--- config.mk ---
export PLATFORM = sky130hd
export DESIGN_NAME = fpu_req_dispatch_flat
export DESIGN_NICKNAME = d
export VERILOG_FILES = /design/src/rtl/fpu_req_dispatch_pkg.sv /design/src/rtl/fpu_req_dispatch_if.sv /design/src/rtl/fpu_req_dispatch_rr_pick.sv /design/src/rtl/fpu_req_dispatch.sv /design/src/flat_wrapper.sv
export SDC_FILE = /design/constraint.sdc
export NUM_CORES = 1
export LEC_CHECK = 0
export ABC_CLOCK_PERIOD_IN_PS = 5500
export BUFFER_PORTS_ARGS = -buffer_cell sky130_fd_sc_hd__buf_2
export CELL_PAD_IN_SITES_DETAIL_PLACEMENT = 0
export CELL_PAD_IN_SITES_GLOBAL_PLACEMENT = 1
export CORE_UTILIZATION = 35
export CTS_CLUSTER_DIAMETER = 100
export CTS_CLUSTER_SIZE = 30
export DETAILED_ROUTE_END_ITERATION = 10
export PLACE_DENSITY = 0.79
export RECOVER_POWER = 25
export REMOVE_ABC_BUFFERS = 1
export SYNTH_ARGS = -nofsm -noshare
export SYNTH_HDL_FRONTEND = slang
export SYNTH_HIERARCHICAL = 1
export SYNTH_SLANG_ARGS = --single-unit
--- constraint.sdc ---
create_clock -name clk -period 5.5 [get_ports clk]
set_input_delay 0.275 -clock clk [delete_from_list [all_inputs] [get_ports clk]]
set_output_delay 0.275 -clock clk [all_outputs]
set_load 0.05 [all_outputs]
--- src/rtl/fpu_req_dispatch_pkg.sv ---
// Shared types and defaults for the FPU request dispatcher.
// Holds the dispatch FSM states, default widths and the credit counter width helper.
package fpu_interco_pkg;

  typedef enum logic [1:0] {
    IDLE     = 2'd0,
    SEL      = 2'd1,
    WAIT_GNT = 2'd2
  } dispatch_state_e;

  localparam int unsigned DEF_NB_APUS         = 16;
  localparam int unsigned DEF_NB_ARGS         = 3;
  localparam int unsigned DEF_DATA_WIDTH      = 32;
  localparam int unsigned DEF_OP_WIDTH        = 6;
  localparam int unsigned DEF_FLAG_WIDTH      = 15;
  localparam int unsigned DEF_MAX_OUTSTANDING = 2;

  // The counter must be able to represent MAX_OUTSTANDING itself.
  function automatic int unsigned credit_width(input int unsigned max_out);
    return $clog2(max_out + 1);
  endfunction

endpackage

--- src/rtl/fpu_req_dispatch_if.sv ---
// Request bus between initiator, dispatcher and FPU units.
// The slave modport is the dispatcher's view; master is the surrounding environment.
interface fpu_req_dispatch_if
  import fpu_interco_pkg::*;
#(
  parameter int unsigned NB_APUS    = DEF_NB_APUS,
  parameter int unsigned NB_ARGS    = DEF_NB_ARGS,
  parameter int unsigned DATA_WIDTH = DEF_DATA_WIDTH,
  parameter int unsigned OP_WIDTH   = DEF_OP_WIDTH,
  parameter int unsigned FLAG_WIDTH = DEF_FLAG_WIDTH
);

  logic                          req_i;
  logic                          gnt_o;
  logic [NB_ARGS*DATA_WIDTH-1:0] operands_i;
  logic [OP_WIDTH-1:0]           op_i;
  logic [FLAG_WIDTH-1:0]         flags_i;
  logic [NB_APUS-1:0]            apu_req_o;
  logic [NB_APUS-1:0]            apu_gnt_i;
  logic [NB_ARGS*DATA_WIDTH-1:0] apu_operands_o;
  logic [OP_WIDTH-1:0]           apu_op_o;
  logic [FLAG_WIDTH-1:0]         apu_flags_o;
  logic [NB_APUS-1:0]            apu_rvalid_i;

  modport slave (
    input  req_i, operands_i, op_i, flags_i, apu_gnt_i, apu_rvalid_i,
    output gnt_o, apu_req_o, apu_operands_o, apu_op_o, apu_flags_o
  );

  modport master (
    output req_i, operands_i, op_i, flags_i, apu_gnt_i, apu_rvalid_i,
    input  gnt_o, apu_req_o, apu_operands_o, apu_op_o, apu_flags_o
  );

endinterface

--- src/rtl/fpu_req_dispatch_rr_pick.sv ---
// Combinational round-robin picker: first set bit of i_elig at or after i_ptr.
// N must be a power of two so the index wraps naturally.
module fpu_rr_pick #(
  parameter int unsigned N = 16
) (
  input  logic [N-1:0]         i_elig,
  input  logic [$clog2(N)-1:0] i_ptr,
  output logic [N-1:0]         o_onehot,
  output logic [$clog2(N)-1:0] o_idx,
  output logic                 o_valid
);

  localparam int unsigned IW = $clog2(N);

  logic [2*N-1:0] w_dbl;
  logic [N-1:0]   w_rot;
  logic [IW-1:0]  w_off;

  assign w_dbl = {i_elig, i_elig} >> i_ptr;
  assign w_rot = w_dbl[N-1:0];

  always_comb begin
    w_off = '0;
    for (int i = N - 1; i >= 0; i--) begin
      if (w_rot[i]) w_off = i[IW-1:0];
    end
  end

  assign o_valid  = |i_elig;
  assign o_idx    = i_ptr + w_off;
  assign o_onehot = o_valid ? ({{(N-1){1'b0}}, 1'b1} << o_idx) : '0;

endmodule

--- src/rtl/fpu_req_dispatch.sv ---
// Single-slot request dispatcher to NB_APUS FPU units, round-robin over units with free credit.
// Optional perf counters are built when FPU_DISPATCH_PERF_CNT_EN is defined.
module fpu_req_dispatch
  import fpu_interco_pkg::*;
#(
  parameter int unsigned NB_APUS         = DEF_NB_APUS,
  parameter int unsigned NB_ARGS         = DEF_NB_ARGS,
  parameter int unsigned DATA_WIDTH      = DEF_DATA_WIDTH,
  parameter int unsigned OP_WIDTH        = DEF_OP_WIDTH,
  parameter int unsigned FLAG_WIDTH      = DEF_FLAG_WIDTH,
  parameter int unsigned MAX_OUTSTANDING = DEF_MAX_OUTSTANDING
) (
  input  logic                clk,
  input  logic                rst_n,
  fpu_req_dispatch_if.slave   bus,
  output logic                busy_o,
  output logic                err_o,
  output logic [31:0]         perf_dispatch_cnt_o,
  output logic [31:0]         perf_stall_cnt_o
);

  localparam int unsigned PW = $clog2(NB_APUS);
  localparam int unsigned CW = credit_width(MAX_OUTSTANDING);
  localparam logic [CW-1:0] MAX_CRED = CW'(MAX_OUTSTANDING);

  dispatch_state_e               r_state;
  logic                          r_slot_valid;
  logic [NB_ARGS*DATA_WIDTH-1:0] r_operands;
  logic [OP_WIDTH-1:0]           r_op;
  logic [FLAG_WIDTH-1:0]         r_flags;
  logic [PW-1:0]                 r_target;
  logic [PW-1:0]                 r_rr_ptr;
  logic                          r_err;

  logic [NB_APUS-1:0] w_elig;
  logic [NB_APUS-1:0] w_credit_nz;
  logic [NB_APUS-1:0] w_underflow;
  logic [NB_APUS-1:0] w_pick_oh;
  logic [PW-1:0]      w_pick_idx;
  logic               w_pick_valid;
  logic [NB_APUS-1:0] w_apu_req;
  logic [NB_APUS-1:0] w_inc;
  logic [PW-1:0]      w_hs_idx;
  logic               w_hs;
  logic               w_gnt;
  logic               w_capture;

  fpu_rr_pick #(.N(NB_APUS)) u_pick (
    .i_elig   (w_elig),
    .i_ptr    (r_rr_ptr),
    .o_onehot (w_pick_oh),
    .o_idx    (w_pick_idx),
    .o_valid  (w_pick_valid)
  );

  // Per-unit credit counters; simultaneous dispatch and response cancel out.
  for (genvar gi = 0; gi < NB_APUS; gi++) begin : g_credit
    logic [CW-1:0] r_cnt;

    assign w_inc[gi]       = w_apu_req[gi] & bus.apu_gnt_i[gi];
    assign w_elig[gi]      = (r_cnt < MAX_CRED);
    assign w_credit_nz[gi] = (r_cnt != '0);
    assign w_underflow[gi] = bus.apu_rvalid_i[gi] & ~w_inc[gi] & (r_cnt == '0);

    always_ff @(posedge clk or negedge rst_n) begin
      if (!rst_n) begin
        r_cnt <= '0;
      end else if (w_inc[gi] && !bus.apu_rvalid_i[gi]) begin
        r_cnt <= r_cnt + 1'b1;
      end else if (!w_inc[gi] && bus.apu_rvalid_i[gi] && (r_cnt != '0)) begin
        r_cnt <= r_cnt - 1'b1;
      end
    end
  end

  always_comb begin
    w_apu_req = '0;
    case (r_state)
      SEL:      w_apu_req = w_pick_oh;
      WAIT_GNT: w_apu_req = {{(NB_APUS-1){1'b0}}, 1'b1} << r_target;
      default:  w_apu_req = '0;
    endcase
  end

  assign w_hs      = |(w_apu_req & bus.apu_gnt_i);
  assign w_hs_idx  = (r_state == WAIT_GNT) ? r_target : w_pick_idx;
  assign w_gnt     = ~r_slot_valid | w_hs;
  assign w_capture = bus.req_i & w_gnt;

  always_ff @(posedge clk or negedge rst_n) begin
    if (!rst_n) begin
      r_state      <= IDLE;
      r_slot_valid <= 1'b0;
      r_operands   <= '0;
      r_op         <= '0;
      r_flags      <= '0;
      r_target     <= '0;
      r_rr_ptr     <= '0;
      r_err        <= 1'b0;
    end else begin
      r_err <= r_err | (|w_underflow);
      if (w_capture) begin
        r_operands <= bus.operands_i;
        r_op       <= bus.op_i;
        r_flags    <= bus.flags_i;
      end
      case (r_state)
        IDLE: begin
          if (w_capture) begin
            r_slot_valid <= 1'b1;
            r_state      <= SEL;
          end
        end
        SEL, WAIT_GNT: begin
          if (w_hs) begin
            r_rr_ptr     <= w_hs_idx + 1'b1;
            r_slot_valid <= w_capture;
            r_state      <= w_capture ? SEL : IDLE;
          end else if ((r_state == SEL) && w_pick_valid) begin
            // Once a unit has seen the request it keeps it until granted.
            r_target <= w_pick_idx;
            r_state  <= WAIT_GNT;
          end
        end
        default: r_state <= IDLE;
      endcase
    end
  end

  assign bus.gnt_o          = w_gnt;
  assign bus.apu_req_o      = w_apu_req;
  assign bus.apu_operands_o = r_operands;
  assign bus.apu_op_o       = r_op;
  assign bus.apu_flags_o    = r_flags;
  assign busy_o             = r_slot_valid | (|w_credit_nz);
  assign err_o              = r_err;

`ifdef FPU_DISPATCH_PERF_CNT_EN
  logic [31:0] r_perf_disp;
  logic [31:0] r_perf_stall;

  always_ff @(posedge clk or negedge rst_n) begin
    if (!rst_n) begin
      r_perf_disp  <= '0;
      r_perf_stall <= '0;
    end else begin
      if (w_hs) r_perf_disp <= r_perf_disp + 32'd1;
      if (r_slot_valid && !w_hs) r_perf_stall <= r_perf_stall + 32'd1;
    end
  end

  assign perf_dispatch_cnt_o = r_perf_disp;
  assign perf_stall_cnt_o    = r_perf_stall;
`else
  assign perf_dispatch_cnt_o = 32'd0;
  assign perf_stall_cnt_o    = 32'd0;
`endif

endmodule
--- src/flat_wrapper.sv ---
// flat-port wrapper written by rule: the top's interface ports become plain ports
module fpu_req_dispatch_flat import fpu_interco_pkg::*;
#(
  parameter int unsigned NB_APUS         = DEF_NB_APUS,
  parameter int unsigned NB_ARGS         = DEF_NB_ARGS,
  parameter int unsigned DATA_WIDTH      = DEF_DATA_WIDTH,
  parameter int unsigned OP_WIDTH        = DEF_OP_WIDTH,
  parameter int unsigned FLAG_WIDTH      = DEF_FLAG_WIDTH,
  parameter int unsigned MAX_OUTSTANDING = DEF_MAX_OUTSTANDING
)
  (clk, rst_n, busy_o, err_o, perf_dispatch_cnt_o, perf_stall_cnt_o, bus_req_i, bus_operands_i, bus_op_i, bus_flags_i, bus_apu_gnt_i, bus_apu_rvalid_i, bus_gnt_o, bus_apu_req_o, bus_apu_operands_o, bus_apu_op_o, bus_apu_flags_o);
  fpu_req_dispatch_if #(.NB_APUS(NB_APUS), .NB_ARGS(NB_ARGS), .DATA_WIDTH(DATA_WIDTH), .OP_WIDTH(OP_WIDTH), .FLAG_WIDTH(FLAG_WIDTH)) bus_i ();
  input  logic clk;
  input  logic rst_n;
  output logic busy_o;
  output logic err_o;
  output logic [31:0] perf_dispatch_cnt_o;
  output logic [31:0] perf_stall_cnt_o;
  input wire logic [$bits(bus_i.req_i)-1:0] bus_req_i;
  input wire logic [$bits(bus_i.operands_i)-1:0] bus_operands_i;
  input wire logic [$bits(bus_i.op_i)-1:0] bus_op_i;
  input wire logic [$bits(bus_i.flags_i)-1:0] bus_flags_i;
  input wire logic [$bits(bus_i.apu_gnt_i)-1:0] bus_apu_gnt_i;
  input wire logic [$bits(bus_i.apu_rvalid_i)-1:0] bus_apu_rvalid_i;
  output wire logic [$bits(bus_i.gnt_o)-1:0] bus_gnt_o;
  output wire logic [$bits(bus_i.apu_req_o)-1:0] bus_apu_req_o;
  output wire logic [$bits(bus_i.apu_operands_o)-1:0] bus_apu_operands_o;
  output wire logic [$bits(bus_i.apu_op_o)-1:0] bus_apu_op_o;
  output wire logic [$bits(bus_i.apu_flags_o)-1:0] bus_apu_flags_o;
  assign bus_i.req_i = bus_req_i;
  assign bus_i.operands_i = bus_operands_i;
  assign bus_i.op_i = bus_op_i;
  assign bus_i.flags_i = bus_flags_i;
  assign bus_i.apu_gnt_i = bus_apu_gnt_i;
  assign bus_i.apu_rvalid_i = bus_apu_rvalid_i;
  assign bus_gnt_o = bus_i.gnt_o;
  assign bus_apu_req_o = bus_i.apu_req_o;
  assign bus_apu_operands_o = bus_i.apu_operands_o;
  assign bus_apu_op_o = bus_i.apu_op_o;
  assign bus_apu_flags_o = bus_i.apu_flags_o;
  fpu_req_dispatch #(.NB_APUS(NB_APUS), .NB_ARGS(NB_ARGS), .DATA_WIDTH(DATA_WIDTH), .OP_WIDTH(OP_WIDTH), .FLAG_WIDTH(FLAG_WIDTH), .MAX_OUTSTANDING(MAX_OUTSTANDING)) u_core (.clk(clk), .rst_n(rst_n), .bus(bus_i), .busy_o(busy_o), .err_o(err_o), .perf_dispatch_cnt_o(perf_dispatch_cnt_o), .perf_stall_cnt_o(perf_stall_cnt_o));
endmodule
# Word-level counts from Yosys, hierarchy flattened
# Cells that the tools add are included.
# totals
regBits	161
latch_bits	0
ramBits	0
rom_bits	0
in_bits	152
elab_cells	352
memories	0
# classes
add_sub_neg	34
n_mul	0
n_div	0
order_cmp	16
eq_ne	5
n_shift	3
mux	59
bitwise_logic	71
n_reduce_logical	140
# op_table
cell	count
2-bit two-way mux	35
4-bit two-way mux	17
2-bit nonzero test	33
16-bit OR reduction	4
1-bit AND	49
1-bit logical AND	49
2-bit zero test	17
2-bit by 1-bit adder with 2-bit output (second input constant)	16
1-bit zero test	32
2-bit < comparator (second input constant)	16
16-bit one-hot mux with 2 select lines	1
1-bit by 4-bit left shift with 16-bit output (first input constant)	2
32-bit by 4-bit right shift with 16-bit output	1
2-bit by 1-bit subtractor with 2-bit output (second input constant)	16
1-bit inverter	18
16-bit AND	1
16-bit two-way mux	1
3-bit AND reduction	2
4-bit by 1-bit adder with 4-bit output (second input constant)	1
4-bit adder	1
2-bit by 1-bit inequality test with 1-bit output (second input constant)	2
2-bit one-hot mux with 2 select lines	1
2-bit AND reduction	2
1-bit two-way mux	3
other kinds (6)	8

# Logic depth before layout (Yosys ltp)
# Gate-level depths: netlist of the first run.
# logic_depth
depth_word	29
depth_mapped	27
depth_no_buf	22

# By module
# The synthesis of the first run kept the hierarchy.
# modules_own_cells
module	n_inst	cells_per_inst	area_per_inst_um2	seq_area_each_um2
fpu_req_dispatch	1	744	8304.2	4028.9
fpu_rr_pick	1	180	1617.8	0.0

# Worst setup path after synthesis of the first run
# Ideal clock, no wire load.
# synth_timing
kind	reg-to-reg
from	reg u_core.r_rr_ptr[1]
to	reg u_core.r_operands[21] (netlist: u_core/bus.apu_operands_o[21])
setup_ps	125
arrival_time_ps	5324
required_time_ps	5375
path_slack_ps	51
stages_incl_launch_ff	27
cell_sequence	dfrtp_1 -> buf_6 -> buf_2 -> mux4_2 -> mux2_2 -> o311ai_0 -> a211oi_1 -> o31a_1 -> o31ai_1 -> ha_1 -> inv_1 -> fa_1 -> xor2_1 -> inv_1 -> nor3_1 -> nand2_1 -> mux2i_1 -> nand4_1 -> o31ai_1 -> nor4_1 -> and4_1 -> buf_6 -> a21boi_2 -> buf_6 -> buf_8 -> buf_12 -> mux2_4
# synth_between
elab_chain_len	25
# synth_rtl
item	line	rtl
start: declaration	fpu_req_dispatch.sv:32	logic [PW-1:0] r_rr_ptr;
start signal: assignment	fpu_req_dispatch.sv:116	r_rr_ptr <= w_hs_idx + 1'b1;
32-bit by 4-bit right shift with 16-bit output	fpu_req_dispatch_rr_pick.sv:19	assign w_dbl = {i_elig, i_elig} >> i_ptr;
4-bit two-way mux (16 in series)	fpu_req_dispatch_rr_pick.sv:25	if (w_rot[i]) w_off = i[IW-1:0];
4-bit adder (*)	fpu_req_dispatch_rr_pick.sv:30	assign o_idx = i_ptr + w_off;
net u_core.w_pick_idx[2]	fpu_req_dispatch.sv:39	logic [PW-1:0] w_pick_idx;
1-bit by 4-bit left shift with 16-bit output (*)	fpu_req_dispatch_rr_pick.sv:31	assign o_onehot = o_valid ? ({{(N-1){1'b0}}, 1'b1} << o_idx) : '0;
16-bit two-way mux (*)	fpu_req_dispatch_rr_pick.sv:31	
net u_core.w_pick_oh[3]	fpu_req_dispatch.sv:38	logic [NB_APUS-1:0] w_pick_oh;
16-bit one-hot mux with 2 select lines (*)	fpu_req_dispatch.sv:78	case (r_state)
16-bit AND (*)	fpu_req_dispatch.sv:85	assign w_hs = |(w_apu_req & bus.apu_gnt_i);
16-bit OR reduction (*)	fpu_req_dispatch.sv:85	
1-bit bitwise OR (*)	fpu_req_dispatch.sv:87	assign w_gnt = ~r_slot_valid | w_hs;
1-bit AND (*)	fpu_req_dispatch.sv:88	assign w_capture = bus.req_i & w_gnt;
end signal: assignment	fpu_req_dispatch.sv:103	r_operands <= bus.operands_i;
end: declaration	fpu_req_dispatch.sv:28	logic [NB_ARGS*DATA_WIDTH-1:0] r_operands;
# The timed path passes the listed nets; every way through them passes the cells marked *.
# A chain may end at the register's enable or synchronous reset.

# Final worst setup path of the first run
# layout_timing
from	reg u_core.r_rr_ptr[3]
to	reg u_core.r_operands[56] (netlist: u_core/bus.apu_operands_o[56])
# layout_between
elab_chain_len	25
# layout_rtl
item	line
32-bit by 4-bit right shift with 16-bit output	fpu_req_dispatch_rr_pick.sv:19
4-bit two-way mux (16 in series)	fpu_req_dispatch_rr_pick.sv:25
4-bit adder (*)	fpu_req_dispatch_rr_pick.sv:30
1-bit by 4-bit left shift with 16-bit output (*)	fpu_req_dispatch_rr_pick.sv:31
16-bit two-way mux (*)	fpu_req_dispatch_rr_pick.sv:31
net u_core.w_pick_oh[15]	fpu_req_dispatch.sv:38
16-bit one-hot mux with 2 select lines (*)	fpu_req_dispatch.sv:78
16-bit AND (*)	fpu_req_dispatch.sv:85
16-bit OR reduction (*)	fpu_req_dispatch.sv:85
1-bit bitwise OR (*)	fpu_req_dispatch.sv:87
1-bit AND (*)	fpu_req_dispatch.sv:88
# Marks and branches as above.

==> results.tsv, run 1 <==
metric	value	unit
outcome	complete, but fails checks	
failing checks	max-capacitance violations, max-slew violations, negative setup slack	
commonest non-fill, non-tap cell in the layout	buf_2	
critical path's slowest cell	mux4_2	
CORE AREA	27860	µm²
EDFF count, synth	0	
antenna violations before repair	9	
R2R depth	23	
Worst Path Max Fanout	20	
Worst-Margin Slew	2.070	ns
most frequent cells in the layout	237 x buf_2, 159 x dfrtp_1, 115 x buf_4	
Synth Area in Compound Gates	0.08739	
worst r2r dst	u_core/bus.apu_operands_o[56]	
Startpoint Class	flip-flop	
main combinational cell family by area after synthesis	multiplexers	
die width	170.4	µm
critical-path cell list	mux4_2 > mux2_2 > buf_4 > nor3_1 > nor2_1 > o31ai_2 > ha_2 > inv_2 > fa_2 > buf_12 > buf_6 > nor3_4 > nand2_2 > mux2i_2 > nand4_1 > o21ai_2 > nor4_4 > and4_4 > buf_6 > a21boi_4 > buf_12 > buf_16 > mux2_2	
first-pass GRT wire length	46.78	mm
iteration-0 DRC count of the detailed router	359	
Max Cap Viol	1	
DR vias/cell	4.959	
Worst setup EP type	flip-flop	
Avg Inst Size Synth	10.74	µm²
WP data arrival	5.89	ns
Post-synth ARST share	1.000	
leak pwr	0.006329	µW
GRT overflow	0	
RSZ-0062 raised after global routing	true	
io pins	352	
Synth Cell Area	9922	µm²
Max Transition Viols Final	39	
HP Start	bus_operands_i[31]	
clk buf depth	2	
Worst Path Class, Setup	reg -> reg	
CTS tree	built	
Syn. warnings	6	
DRT Pass-1 Iters	5	
Final Skew	0.01544	ns
largest net degree at the start of global routing	67	
Area Growth Syn to Fin	37.30	%
Adder-Cell Fraction of Synth Area	0.01211	
CP bufs+invs	7	
Root Driver	clkbuf_16	
hold_ws	0.07520	ns
Overall Global Routing Usage	0.2095	
Cells after Synth	924	
minimum clock period	5.585	ns
CTS sink cnt	161	
Final nets	1488	
peak per-stage delay on the critical path	0.54	ns
row cnt	61	
CP Depth	23	
final setup fails	81	
Final ANT Viol Nets	0	
number of remaining DRC errors	0	
Post-Synth Simple-Gate Area	0.1498	
CTS buffer count	17	
Final HPWL DP	22.94	mm
Netlist cell types	70	
worst hold path type	in -> reg	
final hold vios	0	
via count	8554	
clock slew at reported path FFs	0.07	ns
Clock Latency Late Sink	0.43	ns
Top FF cell, synth	dfrtp_1	
Critical R2R Launch	u_core/r_rr_ptr[3]	
flop-to-flop setup slack	-0.08	ns
final WL	30.57	mm
Hold Crit Depth	2	
required arrival time at the worst endpoint	5.80	ns
family with the most delay on the worst path	multiplexers	
post-synthesis mux area share	0.2475	
part of the cycle the worst path needs	1.015	
sink of the worst hold path	u_core/bus.apu_operands_o[31]	
Peak VDD IR	204.7	µV
synthesized flop and latch total	161	
share of layout cells above drive strength 1	0.4866	
Port Buffers	287	
Synth Area in XOR/XNOR	0.005296	
fmax	179.1	MHz
CTS H-Tree Depth	4	
WL per Instance	17.72	µm
RD Place Congestion	0.8957	
post-route worst setup slack	-0.08465	ns
post-synthesis sequential area ratio	0.4061	
setup TNS	-3.704	ns
Initial Util	0.3562	
die area	29030	µm²
number of global-route vias before repair	8730	
Die H	170.4	µm
relative slew slack	-0.3800	
Power Density	214.4	nW/µm²
[area by class of cell]
| class | count | area (µm²) |
|---|---|---|
| tap | 378 | 473.0 |
| fill | 2623 | 14230 |
| timing repair buffer | 426 | 2631 |
| inverter | 33 | 123.9 |
| clock buffer | 18 | 439.2 |
| antenna | 7 | 17.52 |
| multi-input combinational | 688 | 5743 |
| clock inverter | 14 | 163.9 |
| sequential | 161 | 4031 |
[kinds of logic after synthesis]
family / count (synthesis)
fa+ha+maj: 9
buf+inv: 138
xor+xnor: 6
mux: 190
simple gates: 287
flops: 161
compound gates: 132
other cells: 1
[through the flow]
stage | setup WS [ns] | instances | cell area [µm²] | power (µW) | util
6_report | -0.08465 | 1725 | 13620 | 2921 | 0.4890
5_1_grt | -0.3133 | 1724 | 13620 | 3031 | 0.4889
4_1_cts | -0.01054 | 1702 | 13060 | 2953 | 0.4689
2_1_floorplan | -3.375 | 882 | 9375 | 1579 | -
3_5_place_dp | -0.2030 | 1646 | 12100 | 1731 | 0.4343
3_3_place_gp | -0.1472 | 1646 | 12100 | 1726 | 0.4343
[synth_stat cells, types with 19 or more instances]
master / number / share of area
buf_4: 73 / 0.055
mux2_2: 106 / 0.12
mux2_4: 30 / 0.045
mux2i_1: 35 / 0.035
nand2_1: 73 / 0.028
nor3_1: 21 / 0.011
nor2b_1: 20 / 0.013
inv_1: 32 / 0.012
nor2_1: 43 / 0.016
o21ai_0: 35 / 0.018
and2_1: 19 / 0.012
a21oi_1: 34 / 0.017
nand4_1: 27 / 0.017
dfrtp_1: 161 / 0.41
[layer usage]
metal / track usage / vias up / wire length, µm
met3: 0.05698 / 52 / 1915
met1: 0.2428 / 4194 / 12110
met5: 0 / - / 26
met2: 0.3651 / 286 / 15590
met4: 0.08343 / 4 / 932
li1: - / 4018 / -
[registers in the layout, summed over array words and instances (netlist names)]
register	cells
u_core/bus.apu_operands_o	96
u_core/r_slot_valid	1
u_core/err_o	1
u_core/g_credit.r_cnt	32
u_core/r_state	2
u_core/bus.apu_flags_o	15
u_core/bus.apu_op_o	6
u_core/r_target	4
u_core/r_rr_ptr	4
[where the power goes]
group          internal, µW  switching (µW)  leakage, µW
clock                   661             545     0.000290
combinational           117             345      0.00393
sequential             1230            25.5      0.00211
total                  2010             915      0.00633
[worst register-to-register path, cell delays in order, from the launching register on]
cell and delay, ns:
dfrtp_2 0.43, mux4_2 0.54, mux2_2 0.32, buf_4 0.15, nor3_1 0.38, nor2_1 0.14, o31ai_2 0.29, ha_2 0.23
inv_2 0.04, fa_2 0.48, buf_12 0.16, buf_6 0.12, nor3_4 0.22, nand2_2 0.12, mux2i_2 0.19, nand4_1 0.13
o21ai_2 0.17, nor4_4 0.09, and4_4 0.20, buf_6 0.11, a21boi_4 0.21, buf_12 0.19, buf_16 0.19, mux2_2 0.36
[how the worst max path moves through the flow]
stage | from | to | slack (ns)
3_3_place_gp | u_core/r_rr_ptr[1] | u_core/bus.apu_operands_o[10] | -0.15
4_1_cts | u_core/r_rr_ptr[1] | u_core/bus.apu_operands_o[8] | -0.01
6_report | u_core/r_rr_ptr[3] | u_core/bus.apu_operands_o[56] | -0.08
2_1_floorplan | u_core/r_rr_ptr[1] | u_core/bus.apu_flags_o[0] | -3.38
3_5_place_dp | u_core/r_rr_ptr[1] | u_core/bus.apu_operands_o[8] | -0.20
5_1_grt | u_core/r_rr_ptr[3] | u_core/bus.apu_operands_o[86] | -0.31
[timing repair]
| action | 4_1_cts | 5_1_grt |
|---|---|---|
| gates resized for setup | 57 | 110 |
| endpoints found under the hold margin | 36 | 0 |
| pin swaps | 9 | 24 |
| hold buffers | 1 | 0 |
| cloned | 3 | 1 |
| endpoints found under the setup margin | 124 | 120 |
| setup buffers | 20 | 19 |
(Power assumes the default switching activity.)
==> run 2: changes to the inputs <==
--- a/config.mk
+++ b/config.mk
@@ -5,15 +5,16 @@
 export SDC_FILE = /design/constraint.sdc
 export NUM_CORES = 1
 export LEC_CHECK = 0
+export ABC_AREA = 1
 export ABC_CLOCK_PERIOD_IN_PS = 5500
 export BUFFER_PORTS_ARGS = -buffer_cell sky130_fd_sc_hd__buf_2
 export CELL_PAD_IN_SITES_DETAIL_PLACEMENT = 0
 export CELL_PAD_IN_SITES_GLOBAL_PLACEMENT = 1
-export CORE_UTILIZATION = 35
+export CORE_UTILIZATION = 32
 export CTS_CLUSTER_DIAMETER = 100
 export CTS_CLUSTER_SIZE = 30
 export DETAILED_ROUTE_END_ITERATION = 10
-export PLACE_DENSITY = 0.79
+export PLACE_DENSITY = 0.78
 export RECOVER_POWER = 25
 export REMOVE_ABC_BUFFERS = 1
 export SYNTH_ARGS = -nofsm -noshare
==> run 2 against run 1 <==
The flow finishes with violations (max-capacitance violations, max-slew violations); synthesized cell count increased by 34%; clock skew decreased by 0.0038 ns; area after synthesis decreased by 2.5%; die area increased by 6.5%; worst hold slack about the same; final cell count increased by 11%; utilization decreased by 9.0 points; global-route usage decreased by 1.1 points; register-to-register slack improved by 0.62 ns; clock-buffer cell count increased by 1; via count increased by 4.9%; clock power increased by 5%; critical path type is now reg -> out; largest cell class unchanged; largest power group is now combinational cells; highest routed layer unchanged.
==> results.tsv, run 2 <==
metric	value	unit	change
outcome	complete, but fails checks		unchanged
failing checks	max-capacitance violations, max-slew violations		was max-capacitance violations, max-slew violations, negative setup slack
antenna violations before repair	2		was 9
Max Cap Viol	1		unchanged
leak pwr	0.006327	µW	was 0.006329 µW
Final ANT Viol Nets	0		unchanged
CP bufs+invs	5		was 7
fmax	195.7	MHz	was 179.1 MHz
Worst setup EP type	output port		was flip-flop
Clock Latency Late Sink	0.43	ns	about the same
family with the most delay on the worst path	simple AND/OR/NAND/NOR gates		was multiplexers
Fillers	3134		was 2,623
total chip power	8580	µW	was 2921 µW
EDFF count, synth	0		unchanged
clk buf depth	2		unchanged
io pins	352		unchanged
Initial Util	0.3254		was 0.3562
required arrival time at the worst endpoint	5.22	ns	was 5.80 ns
Synth Cell Area	9671	µm²	was 9922 µm²
number of global-route vias before repair	8664		was 8,730
Die H	175.8	µm	was 170.4 µm
post-route worst setup slack	0.3908	ns	was -0.08465 ns
number of remaining DRC errors	0		unchanged
Max Transition Viols Final	110		was 39
Peak VDD IR	384.4	µV	was 204.7 µV
first-pass GRT wire length	47.40	mm	was 46.78 mm
die area	30920	µm²	was 29,030 µm²
RSZ-0062 raised after global routing	false		was true
Setup crit start	u_core/r_rr_ptr[0]		was u_core/r_rr_ptr[3]
Post-synth ARST share	1.000		unchanged
Hold Buf Count CTS	0		was 1
critical path's slowest cell	or4_4		was mux4_2
iteration-0 DRC count of the detailed router	714		was 359
leading area contributor after synthesis	dfrtp_1		unchanged
row cnt	63		was 61
final setup fails	0		was 81
Area Growth Syn to Fin	22.66	%	was 37.30%
Worst Path Class, Setup	reg -> out		was reg -> reg
final WL	30.43	mm	was 30.57 mm
most used cell, CP	nand2_1		
Place WS	0.2990	ns	was -0.2030 ns
Startpoint Class	flip-flop		unchanged
commonest non-fill, non-tap cell in the layout	nand2_1		was buf_2
die width	175.8	µm	was 170.4 µm
commonest cells in the netlist	413 x nand2_1, 193 x nand3_1, 161 x dfrtp_1		was 161 x dfrtp_1, 106 x mux2_2, 73 x buf_4, 73 x nand2_1, 43 x nor2_1
CTS tree	built		unchanged
met3 Usage GRT	0.06342		was 0.05698
clock slew at reported path FFs	0.07	ns	about the same
Worst-Margin Slew	2.801	ns	was 2.070 ns
Port Buffers	287		unchanged
share of layout cells above drive strength 1	0.2993		was 0.4866
minimum clock period	5.109	ns	was 5.585 ns
peak per-stage delay on the critical path	0.51	ns	was 0.54 ns
RD Place Congestion	0.8927		was 0.8957
Synth area leaders	dfrtp_1 42%, nand2_1 16%, nand3_1 10%		was dfrtp_1 41%, mux2_2 12%, buf_4 5.5%
gr busiest metal	met2		unchanged
WL per Instance	15.93	µm	was 17.72 µm
post-synthesis sequential area ratio	0.4166		was 0.4061
number of flip-flops in the largest register	96		unchanged
via count	8976		was 8,554
CTS sink cnt	161		unchanged
Yosys top cell area share	0.4166		was 0.4061
part of the cycle the worst path needs	0.9290		was 1.015
Top FF cell, synth	dfrtp_1		unchanged
relative slew slack	-0.8671		was -0.3800
GRT overflow	0		unchanged
M1 GR Usage	0.2420		was 0.2428
Netlist cell types	46		was 70
DRT Pass-1 Iters	5		unchanged
Syn. warnings	6		unchanged
largest net degree at the start of global routing	110		was 67
Power Density	723.4	nW/µm²	was 214.4 nW/µm²
Cells after Synth	1242		was 924
final hold vios	0		unchanged
top-count cell post-synth	nand2_1		was dfrtp_1
Final Util	0.3991		was 0.4890
most frequent cells in the layout	410 x nand2_1, 278 x buf_2, 181 x nand3_1		was 237 x buf_2, 159 x dfrtp_1, 115 x buf_4
WP data arrival	4.83	ns	was 5.89 ns
HP Start	bus_operands_i[49]		was bus_operands_i[31]
CTS H-Tree Depth	4		unchanged
worst hold path type	in -> reg		unchanged
synthesized flop and latch total	161		unchanged
Worst Path Max Fanout	9		was 20
Final nets	1668		was 1,488
CORE AREA	29720	µm²	was 27,860 µm²
Final Skew	0.01163	ns	was 0.01544 ns
DR vias/cell	4.699		was 4.959
Overall Global Routing Usage	0.1990		was 0.2095
ant diodes	0		was 7
Root Driver	clkbuf_16		unchanged
CTS buffer count	17		unchanged
met2 global-route usage	0.3292		was 0.3651
Final HPWL DP	23.18	mm	was 22.94 mm
Critical R2R Launch	u_core/r_rr_ptr[0]		was u_core/r_rr_ptr[3]
Avg Inst Size Synth	7.786	µm²	was 10.74 µm²
run 2: cell count changes after synthesis, moves of 17 or more:
| cell | delta |
|---|---|
| mux2_2 | -106 |
| mux2_4 | -30 |
| mux2i_1 | -35 |
| and2_1 | -18 |
| nand4_1 | -21 |
| nand3_2 | +40 |
| nor2b_1 | -20 |
| nand3_1 | +178 |
| nor2_1 | +23 |
| nor3_1 | -17 |
| nand2_1 | +340 |
run 2: what timing repair did:
action	in CTS	in global routing
pin swaps	0	4
gates cloned	0	0
setup endpoints to repair	1	120
setup buffers	0	2
gates resized for setup	1	29
run 2: logic make-up (layout without fill, tap and decap cells):
family | count (synthesis) | after routing | synth area share
and+or+nand+nor | 773 | 773 | 0.3779
adders and majority gates | 9 | 9 | 0.01242
DFF | 161 | 161 | 0.4166
buffers and inverters | 181 | 396 | 0.1149
AOI/OAI and AO/OA | 95 | 95 | 0.05783
xor gates and xnor gates | 22 | 22 | 0.01993
other | 1 | 64 | 0.0003878
run 2: layer usage:
layer / part of all wire / vias up
li1: - / 4432
met1: 0.41 / 4203
met2: 0.49 / 297
met3: 0.078 / 40
met4: 0.025 / 4
met5: 0.00085 / -
run 2: per-stage QoR:
stage	instance area [µm²]	hold WS (ns)	instances	setup TNS, ns
global placement	11110	0.4484	1876	0
global route	11860	0.06661	1910	0
floorplan	9034	-0.02059	1184	-192.95
detailed placement	11110	0.4530	1876	0
finish	11860	0.07508	1910	0
CTS	11740	0.01948	1908	0
run 2: power breakdown:
group	switching, µW	internal, µW
sequential	370	1720
clock	497	773
combinational	3920	1300
run 2: worst reg2reg max path: cells and delay by family, from the launching register on:
kind,cells,cell delay [ns]
buffers and inverters,5,0.73
AOI/OAI and AO/OA,2,0.24
DFF,1,0.47
xor gates and xnor gates,1,0.20
and+or+nand+nor,31,2.67
adders and majority gates,2,0.58
run 2: cell type report:
| class | instances | area [µm²] | share of cell area |
|---|---|---|---|
| tap | 390 | 488.0 | 0.04114 |
| clock inverter | 13 | 182.7 | 0.01540 |
| inverter | 60 | 237.7 | 0.02004 |
| sequential | 161 | 4030 | 0.3398 |
| multi-input combinational | 963 | 4888 | 0.4121 |
| clock buffer | 19 | 442.9 | 0.03734 |
| timing repair buffer | 304 | 1592 | 0.1342 |
run 2: final timing paths:
| kind | endpoint | slack (ns) | cells past startpoint |
|---|---|---|---|
| max | bus_gnt_o | 0.39 | 37 |
| max reg2reg | u_core/bus.apu_operands_o[87] | 0.54 | 41 |
| min reg2reg | u_core/bus.apu_operands_o[50] | 0.47 | 2 |
| min in group asynchronous | u_core/bus.apu_operands_o[53] | 0.72 | 1 |
| min | u_core/bus.apu_operands_o[49] | 0.08 | 3 |
| max in group asynchronous | u_core/r_rr_ptr[0] | 2.83 | 2 |
==> run 3: changes to the inputs <==
--- a/config.mk
+++ b/config.mk
@@ -14,7 +14,7 @@
 export CTS_CLUSTER_DIAMETER = 100
 export CTS_CLUSTER_SIZE = 30
 export DETAILED_ROUTE_END_ITERATION = 10
-export PLACE_DENSITY = 0.78
+export PLACE_DENSITY = 0.8
 export RECOVER_POWER = 25
 export REMOVE_ABC_BUFFERS = 1
 export SYNTH_ARGS = -nofsm -noshare
==> run 3 against run 2 <==
The run still ends with max-capacitance violations, max-slew violations left; combinational power about the same; clock power down 3%; clock skew increased by 0.00072 ns.
==> results.tsv, run 3 (synthesized netlist as in run 2, its figures left out) <==
metric	value	unit	change
RD Place Congestion	0.9513		was 0.8927
Max Cap Viol	1		unchanged
relative slew slack	-1.577		was -0.8671
commonest non-fill, non-tap cell in the layout	nand2_1		unchanged
die area	30920	µm²	unchanged
largest net degree at the start of global routing	87		was 110
final setup fails	0		unchanged
DR vias/cell	4.737		was 4.699
io pins	352		unchanged
row cnt	63		unchanged
GRT overflow	0		unchanged
first-pass GRT wire length	46.75	mm	was 47.40 mm
antenna violations before repair	4		was 2
Initial Util	0.3254		unchanged
most frequent cells in the layout	412 x nand2_1, 254 x buf_2, 193 x nand3_1		was 410 x nand2_1, 278 x buf_2, 181 x nand3_1
part of the cycle the worst path needs	0.9354		was 0.9290
CTS tree	built		unchanged
Final Skew	0.01235	ns	was 0.01163 ns
final hold vios	0		unchanged
Die H	175.8	µm	unchanged
setup TNS	0	ns	unchanged
met3 WL	2.215	mm	was 2.373 mm
hold_ws	0.07929	ns	was 0.07508 ns
minimum clock period	5.145	ns	was 5.109 ns
Clock Latency Late Sink	0.42	ns	was 0.43 ns
Power Density	720.9	nW/µm²	was 723.4 nW/µm²
Place WS	0.4388	ns	was 0.2990 ns
DR WL met2	14.86	mm	was 14.83 mm
leak pwr	0.006273	µW	was 0.006327 µW
peak per-stage delay on the critical path	0.58	ns	was 0.51 ns
wire length on met1	12.51	mm	was 12.43 mm
Worst Path Max Fanout	18		was 9
most used cell, CP	nand2_1		unchanged
Max Used Layer	met5		unchanged
Overall Global Routing Usage	0.1952		was 0.1990
share of layout cells above drive strength 1	0.2746		was 0.2993
clk buf depth	2		unchanged
failing checks	max-capacitance violations, max-slew violations		unchanged
RSZ-0062 raised after global routing	false		unchanged
Max Transition Viols Final	87		was 110
CORE AREA	29720	µm²	unchanged
total chip power	8522	µW	was 8580 µW
CTS sink cnt	161		unchanged
Peak VDD IR	369.8	µV	was 384.4 µV
worst hold path type	in -> reg		unchanged
Worst-Margin Slew	3.866	ns	was 2.801 ns
final WL	30.09	mm	was 30.43 mm
fmax	194.4	MHz	was 195.7 MHz
DRT Pass-1 Iters	7		was 5
Root Driver	clkbuf_16		unchanged
Worst setup EP type	output port		unchanged
critical path's slowest cell	fa_2		was or4_4
Final HPWL DP	23.26	mm	was 23.18 mm
post-route worst setup slack	0.3551	ns	was 0.3908 ns
Final nets	1675		was 1,668
outcome	complete, but fails checks		unchanged
clock slew at reported path FFs	0.07	ns	about the same
number of global-route vias before repair	8721		was 8,664
CTS H-Tree Depth	4		unchanged
Final Util	0.3978		was 0.3991
required arrival time at the worst endpoint	5.22	ns	about the same
Port Buffers	287		unchanged
number of remaining DRC errors	0		unchanged
Worst Path Class, Setup	reg -> out		unchanged
iteration-0 DRC count of the detailed router	505		was 714
WL per Instance	15.69	µm	was 15.93 µm
WP data arrival	4.87	ns	was 4.83 ns
Area Growth Syn to Fin	22.23	%	was 22.66%
Final ANT Viol Nets	0		unchanged
number of flip-flops in the largest register	96		unchanged
Startpoint Class	flip-flop		unchanged
CTS buffer count	17		unchanged
die width	175.8	µm	unchanged
# Post-CTS Setup Buffers	0		unchanged
via count	9080		was 8,976
-- run 3: cell types whose count changed in the layout (fill, tap and decap cells not counted), sizes merged --
cell / previous run / this run
dlygate4sd2: 0 / 1
clkinv: 7 / 3
buf: 296 / 279
bufinv: 4 / 2
diode: 0 / 1
dlygate4sd3: 0 / 1
clkinvlp: 1 / 2
clkbuf: 27 / 51
inv: 61 / 63
-- run 3: layout make-up --
class | instances | area [µm²]
antenna | 1 | 2.502
clock buffer | 21 | 480.5
clock inverter | 10 | 123.9
fill | 3125 | 17900
inverter | 60 | 242.7
multi-input combinational | 963 | 4800
sequential | 161 | 4031
tap | 390 | 488.0
timing repair buffer | 311 | 1652
-- run 3: path summary, 6_finish.rpt --
path                       cells after the start                           from                       endpoint  slack [ns]
min reg2reg                                    2  u_core/bus.apu_operands_o[84]  u_core/bus.apu_operands_o[84]        0.47
max reg2reg                                   41             u_core/r_rr_ptr[0]  u_core/bus.apu_operands_o[92]        0.56
min                                            3                bus_flags_i[10]     u_core/bus.apu_flags_o[10]        0.08
max in group asynchronous                      3                          rst_n             u_core/r_rr_ptr[1]        1.34
max                                           38             u_core/r_rr_ptr[0]                      bus_gnt_o        0.36
min in group asynchronous                      2                          rst_n  u_core/bus.apu_operands_o[64]        1.89
-- run 3: metal layers --
layer,GRT usage,vias up
met3,0.05108,27
met4,0.05580,6
met5,0,-
li1,-,4448
met2,0.3286,320
met1,0.2446,4279
-- run 3: repair_timing --
item,CTS,global route
hold endpoints to repair,84,0
resized for setup,0,14
endpoints found under the setup margin,0,124
hold buffers,1,0
-- run 3: metrics by stage --
step,std cells,instance area [µm²]
final,1917,11820
after detailed placement,1884,11200
after global routing,1917,11820
after floorplan,1184,9034
after CTS,1916,11810
after global placement,1884,11200
-- run 3: report_power, final --
| part | switching, µW | internal [µW] | total (µW) | leakage (µW) |
|---|---|---|---|---|
| Clock | 504 | 722 | 1230 | 0.000293 |
| Sequential | 358 | 1720 | 2080 | 0.00200 |
| Combinational | 3900 | 1310 | 5220 | 0.00398 |
| Total | 4770 | 3760 | 8520 | 0.00627 |
-- run 3: worst max-delay path: cells and delay by family, from the launching register on --
family	cells	cell delay [ns]
AO/OA/AOI/OAI	2	0.27
buffers and inverters	6	0.64
AND/OR/NAND/NOR	28	2.33
adder cells (fa/ha/maj)	2	0.77
flip-flops	1	0.45
